--- src/rtl/uart_pkg.sv ---
// Shared UART definitions: receiver/transmitter state encoding and baud divisor helper.
package uart_pkg;

  typedef enum logic [2:0] {IDLE, START, DATA, STOP, BREAK} uart_state_e;

  function automatic int unsigned clks_per_bit(input int unsigned clk_rate,
                                               input int unsigned baud);
    return clk_rate / baud;
  endfunction

endpackage

--- src/rtl/uart_rx_vote_if.sv ---
// Serial-in / word-out signal bundle for the voting UART receiver.
interface uart_rx_vote_if #(
  parameter int unsigned DATA_BITS = 8
) ();

  logic                 data_in;
  logic [DATA_BITS-1:0] data_out;
  logic                 valid;
  logic                 frame_err;
  logic                 busy;

  modport master (output data_in, input data_out, valid, frame_err, busy);
  modport slave  (input data_in, output data_out, valid, frame_err, busy);

endinterface

--- src/rtl/uart_bit_timer.sv ---
// Per-bit cycle counter with restart; flags the three centre samples and the decision cycle.
module uart_bit_timer #(
  parameter int unsigned CLKS_PER_BIT = 1250
) (
  input  logic clk,
  input  logic reset,
  input  logic restart,
  output logic sample_strobe,
  output logic decide_strobe
);

  localparam int unsigned HALF = CLKS_PER_BIT / 2;
  localparam int unsigned CW   = $clog2(CLKS_PER_BIT);

  logic [CW-1:0] bit_cnt;

  always_ff @(posedge clk) begin
    if (reset || restart) begin
      bit_cnt <= '0;
    end else if (bit_cnt == CW'(CLKS_PER_BIT - 1)) begin
      bit_cnt <= '0;
    end else begin
      bit_cnt <= bit_cnt + CW'(1);
    end
  end

  always_comb begin
    sample_strobe = (bit_cnt >= CW'(HALF - 1)) && (bit_cnt <= CW'(HALF + 1));
    decide_strobe = (bit_cnt == CW'(HALF + 1));
  end

endmodule

--- src/rtl/uart_rx_vote.sv ---
// UART receiver: two-flop synchroniser, 3-sample majority vote per bit, stop-bit check
// with a break-hold state so a stuck-low line yields a single frame error.
module uart_rx_vote
  import uart_pkg::*;
#(
  parameter int unsigned DATA_BITS    = 8,
  parameter int unsigned STOP_BITS    = 1,
  parameter int unsigned CLKS_PER_BIT = clks_per_bit(12_000_000, 9600)
) (
  input  logic           clk,
  input  logic           reset,
  uart_rx_vote_if.slave  rx
);

  logic                 sync1;
  logic                 rx_s;
  logic [1:0]           samp;
  logic                 vote;
  logic                 sample_strobe;
  logic                 decide_strobe;
  logic                 restart;
  logic                 last_data;
  logic                 last_stop;
  uart_state_e          state;
  logic [DATA_BITS-1:0] shreg;
  logic [4:0]           bit_idx;
  logic                 stop_err;

  always_ff @(posedge clk) begin
    if (reset) begin
      sync1 <= 1'b1;
      rx_s  <= 1'b1;
    end else begin
      sync1 <= rx.data_in;
      rx_s  <= sync1;
    end
  end

  always_ff @(posedge clk) begin
    if (reset) begin
      samp <= '1;
    end else if (sample_strobe && !decide_strobe) begin
      samp <= {samp[0], rx_s};
    end
  end

  always_comb begin
    vote      = (samp[0] & samp[1]) | (samp[0] & rx_s) | (samp[1] & rx_s);
    last_data = (bit_idx == 5'(DATA_BITS - 1));
    last_stop = (bit_idx == 5'(STOP_BITS - 1));
    // Hold the timer at zero on every path that lands in IDLE, so the first low
    // sample seen there is always bit_cnt 0 even right after an early return.
    restart   = (state == IDLE && rx_s) || (state == BREAK) ||
                (decide_strobe && ((state == START && vote) || (state == STOP && last_stop)));
  end

  uart_bit_timer #(
    .CLKS_PER_BIT (CLKS_PER_BIT)
  ) u_timer (
    .clk           (clk),
    .reset         (reset),
    .restart       (restart),
    .sample_strobe (sample_strobe),
    .decide_strobe (decide_strobe)
  );

  always_ff @(posedge clk) begin
    if (reset) begin
      state        <= IDLE;
      shreg        <= '0;
      bit_idx      <= '0;
      stop_err     <= 1'b0;
      rx.data_out  <= '0;
      rx.valid     <= 1'b0;
      rx.frame_err <= 1'b0;
      rx.busy      <= 1'b0;
    end else begin
      rx.valid     <= 1'b0;
      rx.frame_err <= 1'b0;
      case (state)
        IDLE: begin
          if (!rx_s) begin
            state   <= START;
            rx.busy <= 1'b1;
          end
        end
        START: begin
          if (decide_strobe) begin
            bit_idx <= '0;
            if (vote) begin
              state   <= IDLE;
              rx.busy <= 1'b0;
            end else begin
              state <= DATA;
            end
          end
        end
        DATA: begin
          if (decide_strobe) begin
            shreg <= (shreg >> 1) | (DATA_BITS'(vote) << (DATA_BITS - 1));
            if (last_data) begin
              bit_idx  <= '0;
              stop_err <= 1'b0;
              state    <= STOP;
            end else begin
              bit_idx <= bit_idx + 5'd1;
            end
          end
        end
        STOP: begin
          if (decide_strobe) begin
            if (last_stop) begin
              rx.data_out <= shreg;
              bit_idx     <= '0;
              stop_err    <= 1'b0;
              if (stop_err || !vote) begin
                rx.frame_err <= 1'b1;
                state        <= BREAK;
              end else begin
                rx.valid <= 1'b1;
                rx.busy  <= 1'b0;
                state    <= IDLE;
              end
            end else begin
              stop_err <= stop_err | ~vote;
              bit_idx  <= bit_idx + 5'd1;
            end
          end
        end
        BREAK: begin
          if (rx_s) begin
            state   <= IDLE;
            rx.busy <= 1'b0;
          end
        end
        default: begin
          state   <= IDLE;
          rx.busy <= 1'b0;
        end
      endcase
    end
  end

endmodule

--- src/flat_wrapper.sv ---
// flat-port wrapper written by rule: the top's interface ports become plain ports
module uart_rx_vote_flat import uart_pkg::*;
#(
  parameter int unsigned DATA_BITS    = 8,
  parameter int unsigned STOP_BITS    = 1,
  parameter int unsigned CLKS_PER_BIT = clks_per_bit(12_000_000, 9600)
)
  (clk, reset, rx_data_in, rx_data_out, rx_valid, rx_frame_err, rx_busy);
  uart_rx_vote_if #(.DATA_BITS(DATA_BITS)) rx_i ();
  input  logic clk;
  input  logic reset;
  input wire logic [$bits(rx_i.data_in)-1:0] rx_data_in;
  output wire logic [$bits(rx_i.data_out)-1:0] rx_data_out;
  output wire logic [$bits(rx_i.valid)-1:0] rx_valid;
  output wire logic [$bits(rx_i.frame_err)-1:0] rx_frame_err;
  output wire logic [$bits(rx_i.busy)-1:0] rx_busy;
  assign rx_i.data_in = rx_data_in;
  assign rx_data_out = rx_i.data_out;
  assign rx_valid = rx_i.valid;
  assign rx_frame_err = rx_i.frame_err;
  assign rx_busy = rx_i.busy;
  uart_rx_vote #(.DATA_BITS(DATA_BITS), .STOP_BITS(STOP_BITS), .CLKS_PER_BIT(CLKS_PER_BIT)) u_core (.clk(clk), .reset(reset), .rx(rx_i));
endmodule
--- config.mk ---
export PLATFORM = sky130hd
export DESIGN_NAME = uart_rx_vote_flat
export DESIGN_NICKNAME = d
export VERILOG_FILES = /design/src/rtl/uart_pkg.sv /design/src/rtl/uart_rx_vote_if.sv /design/src/rtl/uart_bit_timer.sv /design/src/rtl/uart_rx_vote.sv /design/src/flat_wrapper.sv
export SDC_FILE = /design/constraint.sdc
export NUM_CORES = 1
export LEC_CHECK = 0
export ABC_AREA = 1
export CAP_MARGIN = 20
export CORE_MARGIN = 10
export CORE_UTILIZATION = 58
export CTS_CLUSTER_SIZE = 30
export DETAILED_ROUTE_END_ITERATION = 7
export HOLD_SLACK_MARGIN = 0.03
export PLACE_DENSITY = 0.77
export RECOVER_POWER = 25
export SETUP_SLACK_MARGIN = 0.5
export SYNTH_ARGS = -nofsm -noshare
export SYNTH_HDL_FRONTEND = slang
export SYNTH_SLANG_ARGS = --single-unit
--- constraint.sdc ---
create_clock -name clk -period 1.6 [get_ports clk]
set_clock_uncertainty 0.05 [all_clocks]
set_input_delay 0.4 -clock clk [delete_from_list [all_inputs] [get_ports clk]]
set_output_delay 0.4 -clock clk [all_outputs]
set_load 0.02 [all_outputs]
==> results of run 1 <==
-- cells by family after synthesis --
kind of cell,synth area share
fa+ha+maj,0.0295
simple gates,0.355
compound gates,0.0978
buf+inv,0.0754
flops,0.405
xor+xnor,0.0371
-- repair_timing --
action / in CTS
hold buffers: 0
endpoints found under the setup margin: 54
pin swaps: 31
cloned: 2
hold endpoints to repair: 0
setup buffers: 27
gates resized for setup: 146
-- per-stage QoR --
stage,hold WS (ns),util
after detailed placement,0.350,0.716
after floorplan,0.339,-
after CTS,0.372,0.885
after global placement,0.341,0.716
==> flow_summary_export.csv, run 1 <==
group,metric,value,unit
status,status,"aborted with a tool error",
status,haltStage,"5_1_grt",
status,stop_error,"[ERROR DPL-0033] detailed placement checks failed during check placement.",
grt,antenna_found_initial,0,
floorplan,die_h,80.5,microns
synthesis,synth_edf_count,0,
synthesis,yosysTopAreaCellShare,0.405,
synthesis,syn_avg_cell_area,7.40,sq um
place,dp.cells,349,
synthesis,postSynthCellCount,287,
synthesis,yosys_warnings,0,
place,post_dp_cell_area,2460,sq um
synthesis,synthFlopType,"dfxtp_1",
cts,numClockSinks,43,
synthesis,ys_seq_area_frac,0.405,
place,dp_slack,-0.0954,ns
timing,grt-worst-endpoint,"u_core.u_timer.bit_cnt[10]$_SDFF_PP0_/D",
grt,grt_max_degree,19,
place,gp_congestion,0.837,
synthesis,ys_seq_elements,43,
floorplan,rows,21,
place,port_buffers,13,
synthesis,yosys.cell_count.top_type,"nor2_1",
synthesis,ys_types,30,
synthesis,syn_nets,295,
cts,cts_made_buffers,5,
synthesis,mappedNetlistArea,2120,sq um
synthesis,synth_top_cell_by_area,"dfxtp_1",
cts,h-tree-depth,2,
place,hpwl,3.38,mm
synthesis,async_reset_ff_frac,0,
floorplan,fp.dieW,80.5,microns
floorplan,io-pin-count,14,
timing,endpoint_type,"sequential cell input",
synthesis,ys_top_cells_by_area,"dfxtp_1, nor2_1, nand2_1, inv_1, o21ai_0",
floorplan,initial_core_util,0.617,
cts,cts_buffer_depth,2,
cts,ctsRootBufferMaster,"clkbuf_8",
synthesis,synthTopCellsByCount,"nor2_1, nand2_1, dfxtp_1",
==> inputs of run 2 (changes only) <==
--- a/config.mk
+++ b/config.mk
@@ -8,13 +8,10 @@
 export ABC_AREA = 1
 export CAP_MARGIN = 20
 export CORE_MARGIN = 10
-export CORE_UTILIZATION = 58
-export CTS_CLUSTER_SIZE = 30
+export CORE_UTILIZATION = 40
 export DETAILED_ROUTE_END_ITERATION = 7
-export HOLD_SLACK_MARGIN = 0.03
-export PLACE_DENSITY = 0.77
+export PLACE_DENSITY_LB_ADDON = 0.15
 export RECOVER_POWER = 25
-export SETUP_SLACK_MARGIN = 0.5
 export SYNTH_ARGS = -nofsm -noshare
 export SYNTH_HDL_FRONTEND = slang
 export SYNTH_SLANG_ARGS = --single-unit
==> run 2 against run 1 <==
  * The flow now finishes without violations
  * Synthesized cell count did not move
  * Synthesized area did not move
==> flow_summary_export.csv, run 2 <==
group,metric,value,unit
cts,h-tree-depth,2,
route,vias,1868,
timing,fin_tns_setup,0,ns
cts,tritoncts,"yes",
final_layout,diodes,0,
cts,cts_buffer_depth,2,
final_layout,final_common_cell,"nor2_1",
synthesis,ys_seq_area_frac,0.405,
status,status,"completed",
floorplan,core_area,5140,sq um
final_layout,fin_cells,394,
route,first_iter_violations,96,
synthesis,postSynthCellCount,287,
worst_setup_path,cp-start-kind,"flip-flop",
grt,grt_pass1_vias,1909,
synthesis,mappedNetlistArea,2120,sq um
synthesis,ys_top_cells_by_area,"dfxtp_1, nor2_1, nand2_1, inv_1, o21ai_0",
synthesis,syn_nets,295,
floorplan,io-pin-count,14,
power_and_ir_drop,power,2970,uW
synthesis,synthFlopType,"dfxtp_1",
grt,antenna_found_initial,0,
final_layout,layout_common_cells,"nor2_1, nand2_1, dfxtp_1, inv_1, o21ai_0",
place,hpwl,3.34,mm
cts,ctsRootBufferMaster,"clkbuf_8",
final_layout,top_register,"u_core.u_timer.bit_cnt",
timing,hold_viol,0,
synthesis,ys_seq_elements,43,
min_path,holdCritPathClass,"flip-flop to flip-flop",
place,port_buffers,13,
route,finalWirelength,4.47,mm
grt,grt_pass1_wl,8.12,mm
timing,holdWs,0.374,ns
synthesis,ys_types,30,
final_layout,fin_nets,331,
floorplan,rows,26,
synthesis,yosys.cell_count.top_type,"nor2_1",
grt,grt_util_all_layers,0.112,
route,wire_per_inst,11.3,microns
synthesis,synth_edf_count,0,
grt,grt-ovfl-total,0,
floorplan,die_area,8620,sq um
cts,numClockSinks,43,
worst_setup_path,critPathKind,"flip-flop to flip-flop",
cts,clk-insertion-delay-late,0.30,ns
synthesis,synthTopCellsByCount,"nor2_1, nand2_1, dfxtp_1",
final_layout,reg_top3,"u_core.u_timer.bit_cnt: 11 flops, u_core.rx.data_out: 8 flops, u_core.shreg: 8 flops",
synthesis,async_reset_ff_frac,0,
final_layout,fin_area,2580,sq um
route,drtAntennaViolNets,0,
place,gp_congestion,0.840,
route,drc,0,
timing,setup_viol,0,
worst_setup_path,worstPathArrival,1.71,ns
place,post_dp_cell_area,2460,sq um
floorplan,initial_core_util,0.413,
final_layout,largest_reg_flops,11,
timing,timing.fmax,0.659,GHz
route,drt_pre_antenna_iters,4,
cts,cts_made_buffers,5,
timing,slew_headroom,0.763,
timing,fin_crit,1.52,ns
worst_setup_path,cp.required,1.80,ns
synthesis,synth_top_cell_by_area,"dfxtp_1",
route,routed_via_density,4.74,
timing,maxSlewViolCount,0,
cts,clk_pin_slew,0.09,ns
place,dp.cells,384,
synthesis,syn_avg_cell_area,7.40,sq um
final_layout,drive_gt1_frac,0.216,
floorplan,die_h,92.9,microns
worst_setup_path,regToRegSetupSlack,0.08,ns
flow_run,drv_cap,0,
timing,rsz0062_at_grt,"true",
timing,tightest_slew,0.353,ns
power_and_ir_drop,cellPowerDensity,1150,nW/um^2
power_and_ir_drop,p_leak,0.00113,uW
worst_setup_path,crit_fanout,5,
synthesis,yosys_warnings,0,
power_and_ir_drop,peakVddDrop,0.690,mV
floorplan,fp.dieW,92.9,microns
final_layout,syn_to_final_growth,21.7,%
synthesis,yosysTopAreaCellShare,0.405,
timing,finalCritPeriodShare,0.949,
worst_setup_path,cp-end-kind,"flip-flop",
grt,grt_max_degree,26,
[run 2: final cells by class]
class,count,area (sq um)
clock buffers,5,68.8
clock inverters,3,25.0
fillers,566,2560
inverters,37,144
multi-input cells,204,1110
flip-flops and latches,43,868
well taps,70,87.6
repair buffers,32,280
[run 2: metal layers]
metal	routed length, microns	GRT usage	vias to the layer above
met2	2140	0.188	25
met1	2060	0.128	847
met4	104	0.0604	0
met5	0	0	-
li1	-	-	988
met3	162	0.0274	8
[run 2: report_power, final]
| part | leakage, uW | internal (uW) | total (uW) | switching (uW) |
|---|---|---|---|---|
| Sequential | 0.000350 | 1140 | 1230 | 88.1 |
| Clock | 0.0000443 | 312 | 713 | 401 |
| Combinational | 0.000738 | 405 | 1020 | 616 |
[run 2: through the flow]
step	setup slack, ns	utilization
6_report	0.0822	0.503
5_1_grt	-0.0298	0.503
4_1_cts	0.0253	0.495
3_5_place_dp	0.0163	0.479
3_3_place_gp	0.0418	0.479
2_1_floorplan	0.176	-
[run 2: final timing paths]
path / from / end / depth (start not counted)
max reg2reg: u_core.u_timer.bit_cnt[2] / u_core.state[2] / 9
max: u_core.u_timer.bit_cnt[2] / u_core.state[2] / 9
min: u_core.sync1 / u_core.rx_s / 1
min reg2reg: u_core.sync1 / u_core.rx_s / 1
[run 2: cells by family after synthesis]
group / share of synthesized area
buffers and inverters: 0.0754
adder cells (fa/ha/maj): 0.0295
flip-flops: 0.405
XOR/XNOR: 0.0371
AND/OR/NAND/NOR: 0.355
AO/OA/AOI/OAI: 0.0978
[run 2: critical path: stages (launching register included)]
cell and delay, ns:
dfxtp_1 0.37, inv_2 0.11, nand2_2 0.07, nor2_4 0.11
nand3_4 0.15, buf_4 0.17, nand2_1 0.10, nand3_2 0.11
and2_1 0.15, nor2_1 0.08
[run 2: repair_timing]
item,4_1_cts,5_1_grt
resized for setup,11,9
hold buffers,0,0
gates cloned,0,0
setup buffers,0,2
pin swaps,0,0
endpoints found under the setup margin,11,24
Power figures use the tool's default switching activity.
==> inputs of run 3 (changes only) <==
--- a/config.mk
+++ b/config.mk
@@ -12,6 +12,7 @@
 export DETAILED_ROUTE_END_ITERATION = 7
 export PLACE_DENSITY_LB_ADDON = 0.15
 export RECOVER_POWER = 25
+export SLEW_MARGIN = 5
 export SYNTH_ARGS = -nofsm -noshare
 export SYNTH_HDL_FRONTEND = slang
 export SYNTH_SLANG_ARGS = --single-unit
==> results of run 3 <==
Same layout as run 2: the final DEF is identical, and so are final timing and power.
==> RTL change: new RTL, flow settings as in run 2 <==
The 5 states of `uart_state_e` get a one-hot encoding in 5 bits.
--- a/src/rtl/uart_pkg.sv
+++ b/src/rtl/uart_pkg.sv
@@ -1,7 +1,7 @@
 // Shared UART definitions: receiver/transmitter state encoding and baud divisor helper.
 package uart_pkg;
 
-  typedef enum logic [2:0] {IDLE, START, DATA, STOP, BREAK} uart_state_e;
+  typedef enum logic [4:0] {IDLE = 5'b00001, START = 5'b00010, DATA = 5'b00100, STOP = 5'b01000, BREAK = 5'b10000} uart_state_e;
 
   function automatic int unsigned clks_per_bit(input int unsigned clk_rate,
                                                input int unsigned baud);
Formal check against the unedited RTL: same outputs for any inputs over 10 cycles, from zero or initial values and one cycle with reset high; not proved beyond that.
==> RTL change against run 2 <==
Worst setup slack got worse by 0.018 ns. Final area rose by 10%. Synthesized cell count rose by 3.8%. Area after synthesis rose by 3.1%. Wire length rose by 9.8%. Sequential cell count rose by 2. Critical path depth rose by 1. Total power rose by 11%. Sequential share of layout area fell by 1.5 points. Critical path type unchanged. Highest routed layer unchanged.
==> RTL change: results (changes against run 2) <==
metric	value	unit	change
status	completed		
drive_above_1_share	29.8	%	+8.2 points
antenna_cells	0		unchanged
grt_use_total	11.3	%	+0.086 points
yosys-top-cells-area	dfxtp_1 (41%), nand2_1 (8.7%), nor2_1 (8.2%), inv_1 (6.2%), nand3_1 (5.0%)		
yosys_warnings	0		unchanged
pre_cts_slack	-0.00284	ns	-0.0191 ns
synth_nets	306		+3.7%
peakVddDrop	0.000497	V	-28%
path_clk_slew	0.09	ns	about the same
stdcell_count	412		+4.6%
synthCells	298		+3.8%
first_global_vias	1892		-0.89%
nNetsFinal	349		+5.4%
cp_slowest_cell	dfxtp_2		
synth_seq_area_share	41.1	%	+0.60 points
crit_family	simple AND/OR/NAND/NOR gates		
n_fill_cell	515		-9.0%
drtIter0Drc	63		-34%
dp.cells	398		+3.6%
path_max_fanout	5		unchanged
synth.distinct_cells	31		+3.3%
drt_pre_antenna_iters	4		unchanged
layout_min_cycle_time	1.54	ns	+0.0177 ns
portBuffers	13		unchanged
cts_max_level	2		unchanged
antenna_found_initial	0		unchanged
r2r_start	u_core.bit_idx[0]		
max_stage_delay	0.35	ns	-0.02 ns
tritoncts.num_buffers	5		unchanged
reg.largest.list	u_core.u_timer.bit_cnt: 11 flops, u_core.rx.data_out: 8 flops, u_core.shreg: 8 flops		
r2r_cells	10		+1
hpwl	3490	um	+4.5%
path_class	flop to flop		
clock_path_buffers	2		unchanged
arrival	1.71	ns	about the same
reg2reg_slack	0.06	ns	-0.02 ns
wl_per_cell	11.9	um	+5.0%
grt_pass1_wl	8250	um	+1.6%
reg2reg_to	u_core.u_timer.bit_cnt[9]		
vias	1991		+6.6%
hold_path.class	flop to flop		
clk_latency	0.29	ns	
yosys-top-cells-count	nand2_1 (51), nor2_1 (48), dfxtp_1 (45)		
postPlaceCellArea	0.00255	mm^2	+3.8%
p_leak	1.28	nW	+13%
gp_congestion	0.889		+5.8%
syn_to_final_growth	30.3	%	
clockRootBuffer	clkbuf_8		
grt_start_max_net_pins	22		-15%
worst_slew_pin_slew	0.317	ns	-0.0367 ns
## RTL change: where the power goes
group	total, W	switching, W	leakage [nW]	internal, W
Sequential	0.00133	0.000107	0.370	0.00122
Clock	0.000862	0.000392	0.0554	0.000469
Combinational	0.00111	0.000658	0.855	0.000454
## RTL change: area by class of cell
| cell class | count | area share (%) |
|---|---|---|
| clock buffers | 6 | 2.54 |
| clock inverters | 2 | 1.36 |
| inverters | 40 | 5.26 |
| multi-input cells | 208 | 42.6 |
| flip-flops and latches | 45 | 32.1 |
| well taps | 70 | 3.07 |
| repair buffers | 41 | 13.1 |
## RTL change: cell families (layout without fill, tap and decap cells)
logic type      count (synthesis)  in the layout  share of synthesized area (%)
simple gates                  150            150                           31.4
compound gates                 45             45                           13.2
flops                          45             45                           41.1
buf+inv                        45             89                           8.23
xor+xnor                        8              8                           3.20
fa+ha+maj                       5              5                           2.86
## RTL change: worst min-delay path by stage
stage	from	endpoint	slack, ns	cells past startpoint
finish	u_core.sync1	u_core.rx_s	0.36	1
CTS	u_core.sync1	u_core.rx_s	0.37	1
global route	u_core.sync1	u_core.rx_s	0.38	1
global placement	u_core.sync1	u_core.rx_s	0.34	1
detailed placement	u_core.sync1	u_core.rx_s	0.35	1
floorplan	u_core.sync1	u_core.rx_s	0.34	1
## RTL change: routing by layer
metal | global-route usage (%) | share of wire [%] | vias to the layer above | wire length (um)
met1 | 13.6 | 46 | 912 | 2240
met2 | 18.7 | 50 | 22 | 2450
met5 | 0 | 0 | - | 0
met4 | 3.80 | 1.3 | 0 | 63
met3 | 3.36 | 3.2 | 7 | 155
li1 | - | - | 1050 | -
## RTL change: what timing repair did
item | in CTS | in global routing
endpoints found under the setup margin | 13 | 35
setup buffers | 0 | 5
cloned | 0 | 1
hold buffers | 0 | 0
pin swaps | 0 | 12
gates resized for setup | 12 | 48
